--- config.mk ---
export PLATFORM = sky130hd
export DESIGN_NAME = bram_uart_loader
export DESIGN_NICKNAME = d
export VERILOG_FILES = /design/src/rtl/bram_uart_loader.sv
export SDC_FILE = /design/constraint.sdc
export NUM_CORES = 1
export LEC_CHECK = 0
export CORE_MARGIN = 4
export CORE_UTILIZATION = 59
export CTS_CLUSTER_DIAMETER = 40
export DETAILED_ROUTE_END_ITERATION = 16
export PLACE_DENSITY = 0.83
export SETUP_SLACK_MARGIN = 0.02
export SYNTH_ARGS = -nofsm -noshare
export SYNTH_HDL_FRONTEND = slang
export SYNTH_SLANG_ARGS = --single-unit
--- constraint.sdc ---
create_clock -name clk -period 2.4 [get_ports clk]
set_input_delay 0.36 -clock clk [delete_from_list [all_inputs] [get_ports clk]]
set_output_delay 0.36 -clock clk [all_outputs]
set_load 0.05 [all_outputs]
--- src/rtl/bram_uart_loader.sv ---
// UART boot loader: receives a word-count header and 16-bit words over rx (8N1)
// and writes them to BRAM port B at addresses 0..N-1, holding the CPU until done.
module bram_uart_loader #(
  parameter int CLKS_PER_BIT = 434
) (
  input  logic        clk,
  input  logic        reset,
  input  logic        rx,
  output logic [15:0] addr_b,
  output logic [15:0] data_b,
  output logic        we_b,
  output logic        cpu_hold,
  output logic        done,
  output logic        err
);

  typedef enum logic [1:0] {RX_IDLE, RX_START, RX_DATA, RX_STOP} rx_state_t;
  typedef enum logic [2:0] {HDR_HI, HDR_LO, DATA_HI, DATA_LO, WRITE, DONE, ERROR} ld_state_t;

  localparam logic [15:0] HALF_C = 16'(CLKS_PER_BIT / 2);
  localparam logic [15:0] LAST_C = 16'(CLKS_PER_BIT - 1);

  rx_state_t   rx_state_q;
  ld_state_t   ld_state_q;
  logic        rx_meta_q, rx_sync_q;
  logic [15:0] cnt_q;
  logic [2:0]  bit_idx_q;
  logic [7:0]  shift_q;
  logic        byte_valid_q, frame_err_q;
  logic [7:0]  n_hi_q, word_hi_q;
  logic [15:0] n_q, addr_q;
  logic [15:0] addr_b_q, data_b_q;
  logic        we_b_q, cpu_hold_q, done_q, err_q;
  logic [15:0] n_d, word_d, addr_d;

  // Assembled header, data word and next address from the byte just received.
  always_comb begin
    n_d    = {n_hi_q, shift_q};
    word_d = {word_hi_q, shift_q};
    addr_d = addr_q + 16'd1;
  end

  // UART receiver; the start-bit sample doubles as a glitch filter, and the
  // IDLE detection cycle counts as count 1 so samples land mid-bit.
  always_ff @(posedge clk) begin
    if (!reset) begin
      rx_meta_q    <= 1'b1;
      rx_sync_q    <= 1'b1;
      rx_state_q   <= RX_IDLE;
      cnt_q        <= 16'd0;
      bit_idx_q    <= 3'd0;
      shift_q      <= 8'd0;
      byte_valid_q <= 1'b0;
      frame_err_q  <= 1'b0;
    end else begin
      rx_meta_q    <= rx;
      rx_sync_q    <= rx_meta_q;
      byte_valid_q <= 1'b0;
      frame_err_q  <= 1'b0;
      case (rx_state_q)
        RX_IDLE: begin
          if (!rx_sync_q) begin
            rx_state_q <= RX_START;
            cnt_q      <= 16'd1;
          end
        end
        RX_START: begin
          if (cnt_q == HALF_C) begin
            cnt_q      <= 16'd0;
            bit_idx_q  <= 3'd0;
            rx_state_q <= rx_sync_q ? RX_IDLE : RX_DATA;
          end else begin
            cnt_q <= cnt_q + 16'd1;
          end
        end
        RX_DATA: begin
          if (cnt_q == LAST_C) begin
            cnt_q   <= 16'd0;
            shift_q <= {rx_sync_q, shift_q[7:1]};
            if (bit_idx_q == 3'd7) begin
              rx_state_q <= RX_STOP;
            end else begin
              bit_idx_q <= bit_idx_q + 3'd1;
            end
          end else begin
            cnt_q <= cnt_q + 16'd1;
          end
        end
        RX_STOP: begin
          if (cnt_q == LAST_C) begin
            cnt_q        <= 16'd0;
            rx_state_q   <= RX_IDLE;
            byte_valid_q <= rx_sync_q;
            frame_err_q  <= ~rx_sync_q;
          end else begin
            cnt_q <= cnt_q + 16'd1;
          end
        end
        default: rx_state_q <= RX_IDLE;
      endcase
    end
  end

  // Load sequencer: header, word assembly, single-cycle write, terminal states.
  always_ff @(posedge clk) begin
    if (!reset) begin
      ld_state_q <= HDR_HI;
      n_hi_q     <= 8'd0;
      word_hi_q  <= 8'd0;
      n_q        <= 16'd0;
      addr_q     <= 16'd0;
      addr_b_q   <= 16'd0;
      data_b_q   <= 16'd0;
      we_b_q     <= 1'b0;
      cpu_hold_q <= 1'b1;
      done_q     <= 1'b0;
      err_q      <= 1'b0;
    end else begin
      we_b_q <= 1'b0;
      if (frame_err_q && ld_state_q != DONE && ld_state_q != ERROR) begin
        ld_state_q <= ERROR;
        err_q      <= 1'b1;
      end else begin
        case (ld_state_q)
          HDR_HI: begin
            if (byte_valid_q) begin
              n_hi_q     <= shift_q;
              ld_state_q <= HDR_LO;
            end
          end
          HDR_LO: begin
            if (byte_valid_q) begin
              n_q <= n_d;
              if (n_d == 16'd0) begin
                ld_state_q <= DONE;
                done_q     <= 1'b1;
                cpu_hold_q <= 1'b0;
              end else begin
                ld_state_q <= DATA_HI;
              end
            end
          end
          DATA_HI: begin
            if (byte_valid_q) begin
              word_hi_q  <= shift_q;
              ld_state_q <= DATA_LO;
            end
          end
          DATA_LO: begin
            if (byte_valid_q) begin
              ld_state_q <= WRITE;
              we_b_q     <= 1'b1;
              addr_b_q   <= addr_q;
              data_b_q   <= word_d;
            end
          end
          WRITE: begin
            addr_q <= addr_d;
            if (addr_d == n_q) begin
              ld_state_q <= DONE;
              done_q     <= 1'b1;
              cpu_hold_q <= 1'b0;
            end else begin
              ld_state_q <= DATA_HI;
            end
          end
          DONE:    ld_state_q <= DONE;
          ERROR:   ld_state_q <= ERROR;
          default: ld_state_q <= HDR_HI;
        endcase
      end
    end
  end

  assign addr_b   = addr_b_q;
  assign data_b   = data_b_q;
  assign we_b     = we_b_q;
  assign cpu_hold = cpu_hold_q;
  assign done     = done_q;
  assign err      = err_q;

endmodule
==> results_dict.tcl <==
set metrics [dict create \
    rsz0062_at_grt "yes" \
    regArea_um2 2410 \
    die_h_um 106 \
    netlist-cell-type-count 66 \
    fillCellCount 696 \
    setup_viol 0 \
    portBuffers 38 \
    worst-setup-path-type "reg2reg" \
    die_w_um 106 \
    r2r_slack_ns 0.15 \
    ant_nets 0 \
    power_density_nw_per_um2 699 \
    fin_nets 693 \
    synth_nets 660 \
    synth.yosys.seq_area_share_pct 42.4 \
    clock_sinks 120 \
    final_layout_size_suffix_gt1_share_pct 10.3 \
    whs_ns 0.406 \
    area_growth_pct 18.1 \
    crit_path_end_kind "flop" \
    initial_core_util_pct 61.0 \
    final_util_pct 72.0 \
    fin_crit_sh_pct 93.7 \
    holdBufCountCts 0 \
    path_max_fanout 7 \
    dieArea_um2 11200 \
    cts_root_buf "clkbuf_8" \
    postCtsSetupBuffers 0 \
    synth_flop_cell "dfxtp_1" \
    drt_wl_total_mm 13.5 \
    synthArstFlopShare_pct 0 \
    skew_ns 0.00822 \
    grt_start_max_net_pins 85 \
    crit_buf_inv 0 \
    grt_overflow 0 \
    yosysWarnings 0 \
    track_usage_pct 24.6 \
    io_pins 39 \
    clock_latency_ns 0.52 \
    grt_pass1_vias 4735 \
    cp.required_ns 2.86 \
    min_path_cells 2 \
    htreeDepth 4 \
    holdPathEnd "rx_meta_q" \
    tns_ns 0 \
    drv_slew 0 \
    place_ws_ns 0.132 \
    critPathSlowestCell "dfxtp_1" \
    grt_pass1_wl_mm 22.5 \
    via_per_inst 5.88 \
    dp_hpwl_mm 8.79 \
    place_congestion 0.885 \
    synth_edf_count 0 \
    p_total_mw 4.68 \
    ir_drop_mv 0.691 \
    crit_chain "xnor2_1, nor3b_1, a22oi_1, a311o_1, nor4_4, o221a_1" \
    wl_per_cell_um 16.3 \
    synthesis.instances 652 \
    cts_tree "yes" \
    row_count 35 \
    p_leak_nw 2.49 \
    crit_path_start_kind "flop" \
    hold_viol_final 0 \
    final_cell_mix "dfxtp_1, nand2_1, nor2_1" \
    status "finished clean" \
    synth-seq-cells 120 \
    clockBufferDepth 2 \
    layout_setup_ws_ns 0.152 \
    multiInputGateArea_um2 2960 \
    cts_buffers 17 \
    slew_headroom_pct 60.7 \
    drv_cap 0 \
    max_freq_mhz 445 \
    dr.pass1.iters 5 \
    core_area_um2 9280 \
    diodes 0 \
    min-delay-start "rx" \
    num_vias 4860 \
    r2r-start "addr_q[7]" \
    path_clk_slew_ns 0.06 \
    cts.repair.resized 0 \
    drt_iter0_markers 293 \
    min_period_ns 2.25 \
    cp.arrival_ns 2.71 \
    syn_avg_cell_area_um2 8.69 \
    netlist_area_um2 5660 \
    antenna_found_initial 0 \
    r2r_end "ld_state_q[2]" \
    rr_worst_depth 6 \
    tightest_slew_ns 0.589 \
    worst_path_largest_cell_delay_ns 0.54 \
    final_common_cell "dfxtp_1" \
    post-route-drc-count 0 \
    cp_top_family "compound AO/OA/AOI/OAI gates" \
    hp-class "in2reg" \
]
## worst max path at each step
stage | startpoint | slack [ns] | to | depth (start not counted)
after floorplan | addr_q[0] | 0.18 | done | 7
after global placement | addr_q[6] | 0.22 | ld_state_q[2] | 6
after detailed placement | cnt_q[8] | 0.13 | cnt_q[11] | 6
final | addr_q[7] | 0.15 | ld_state_q[2] | 6
after global routing | addr_q[0] | -0.04 | ld_state_q[2] | 7
after CTS | addr_q[1] | 0.13 | ld_state_q[2] | 7
## final cells by class
cell class | instances | share of cell area, %
Tap cell | 129 | 2.41
Clock buffer | 17 | 6.20
Inverter | 9 | 0.505
Multi-Input combinational cell | 481 | 44.3
Clock inverter | 15 | 2.73
Timing Repair Buffer | 56 | 7.90
Sequential cell | 120 | 36.0
## cell usage after synthesis, drive strengths merged (12+ instances only)
master / number / share of area, %
a21oi: 59 / 5.2
buf: 14 / 2.4
clkbuf: 28 / 2.7
dfxtp: 120 / 42
mux2i: 42 / 7.4
nand2: 99 / 6.6
nand3: 16 / 1.6
nor2: 80 / 5.3
nor3: 12 / 1.3
nor4: 12 / 2.1
o21ai: 21 / 1.9
xnor2: 15 / 2.3
xor2: 18 / 2.8
## registers in the layout, summed over array words and instances (netlist names), named ones only
name	flops
frame_err_q	1
data_b	16
byte_valid_q	1
n_hi_q	8
err	1
done	1
rx_sync_q	1
bit_idx_q	3
n_q	16
we_b	1
cnt_q	16
rx_meta_q	1
rx_state_q	1
ld_state_q	3
shift_q	8
addr_b	16
addr_q	16
cpu_hold	1
word_hi_q	8
## power breakdown
part	leakage, nW	switching [mW]	internal, mW	total [mW]
Combinational	1.23	0.0785	0.0379	0.116
Sequential	0.969	0.0134	2.00	2.01
Clock	0.292	1.02	1.52	2.55
Total	2.49	1.12	3.56	4.68
## metal layers
layer	GRT usage [%]	vias to the layer above	wire, um
li1	-	2362	-
met1	30.3	2314	5750
met2	41.6	157	6650
met3	5.53	27	764
met4	9.90	0	299
met5	0	-	0
## metrics by stage
step / cells / instance area (um2)
after floorplan: 652 / 5660
after global placement: 795 / 6070
after detailed placement: 795 / 6070
after CTS: 827 / 6670
after global routing: 827 / 6690
final: 827 / 6690
## cell families after synthesis
| group | synth area share (%) |
|---|---|
| multiplexers | 7.62 |
| AO/OA/AOI/OAI | 12.8 |
| flip-flops | 42.4 |
| adder cells (fa/ha/maj) | 1.10 |
| AND/OR/NAND/NOR | 25.2 |
| buffers and inverters | 5.70 |
| XOR/XNOR | 5.10 |
## worst register-to-register path, delay by kind of cell (launching register included)
family           cells  cell delay, ns
AO/OA/AOI/OAI        3            0.75
AND/OR/NAND/NOR      2            0.67
XOR/XNOR             1            0.24
flip-flops           1            0.54
No activity file was read; power rests on OpenSTA's default activity.
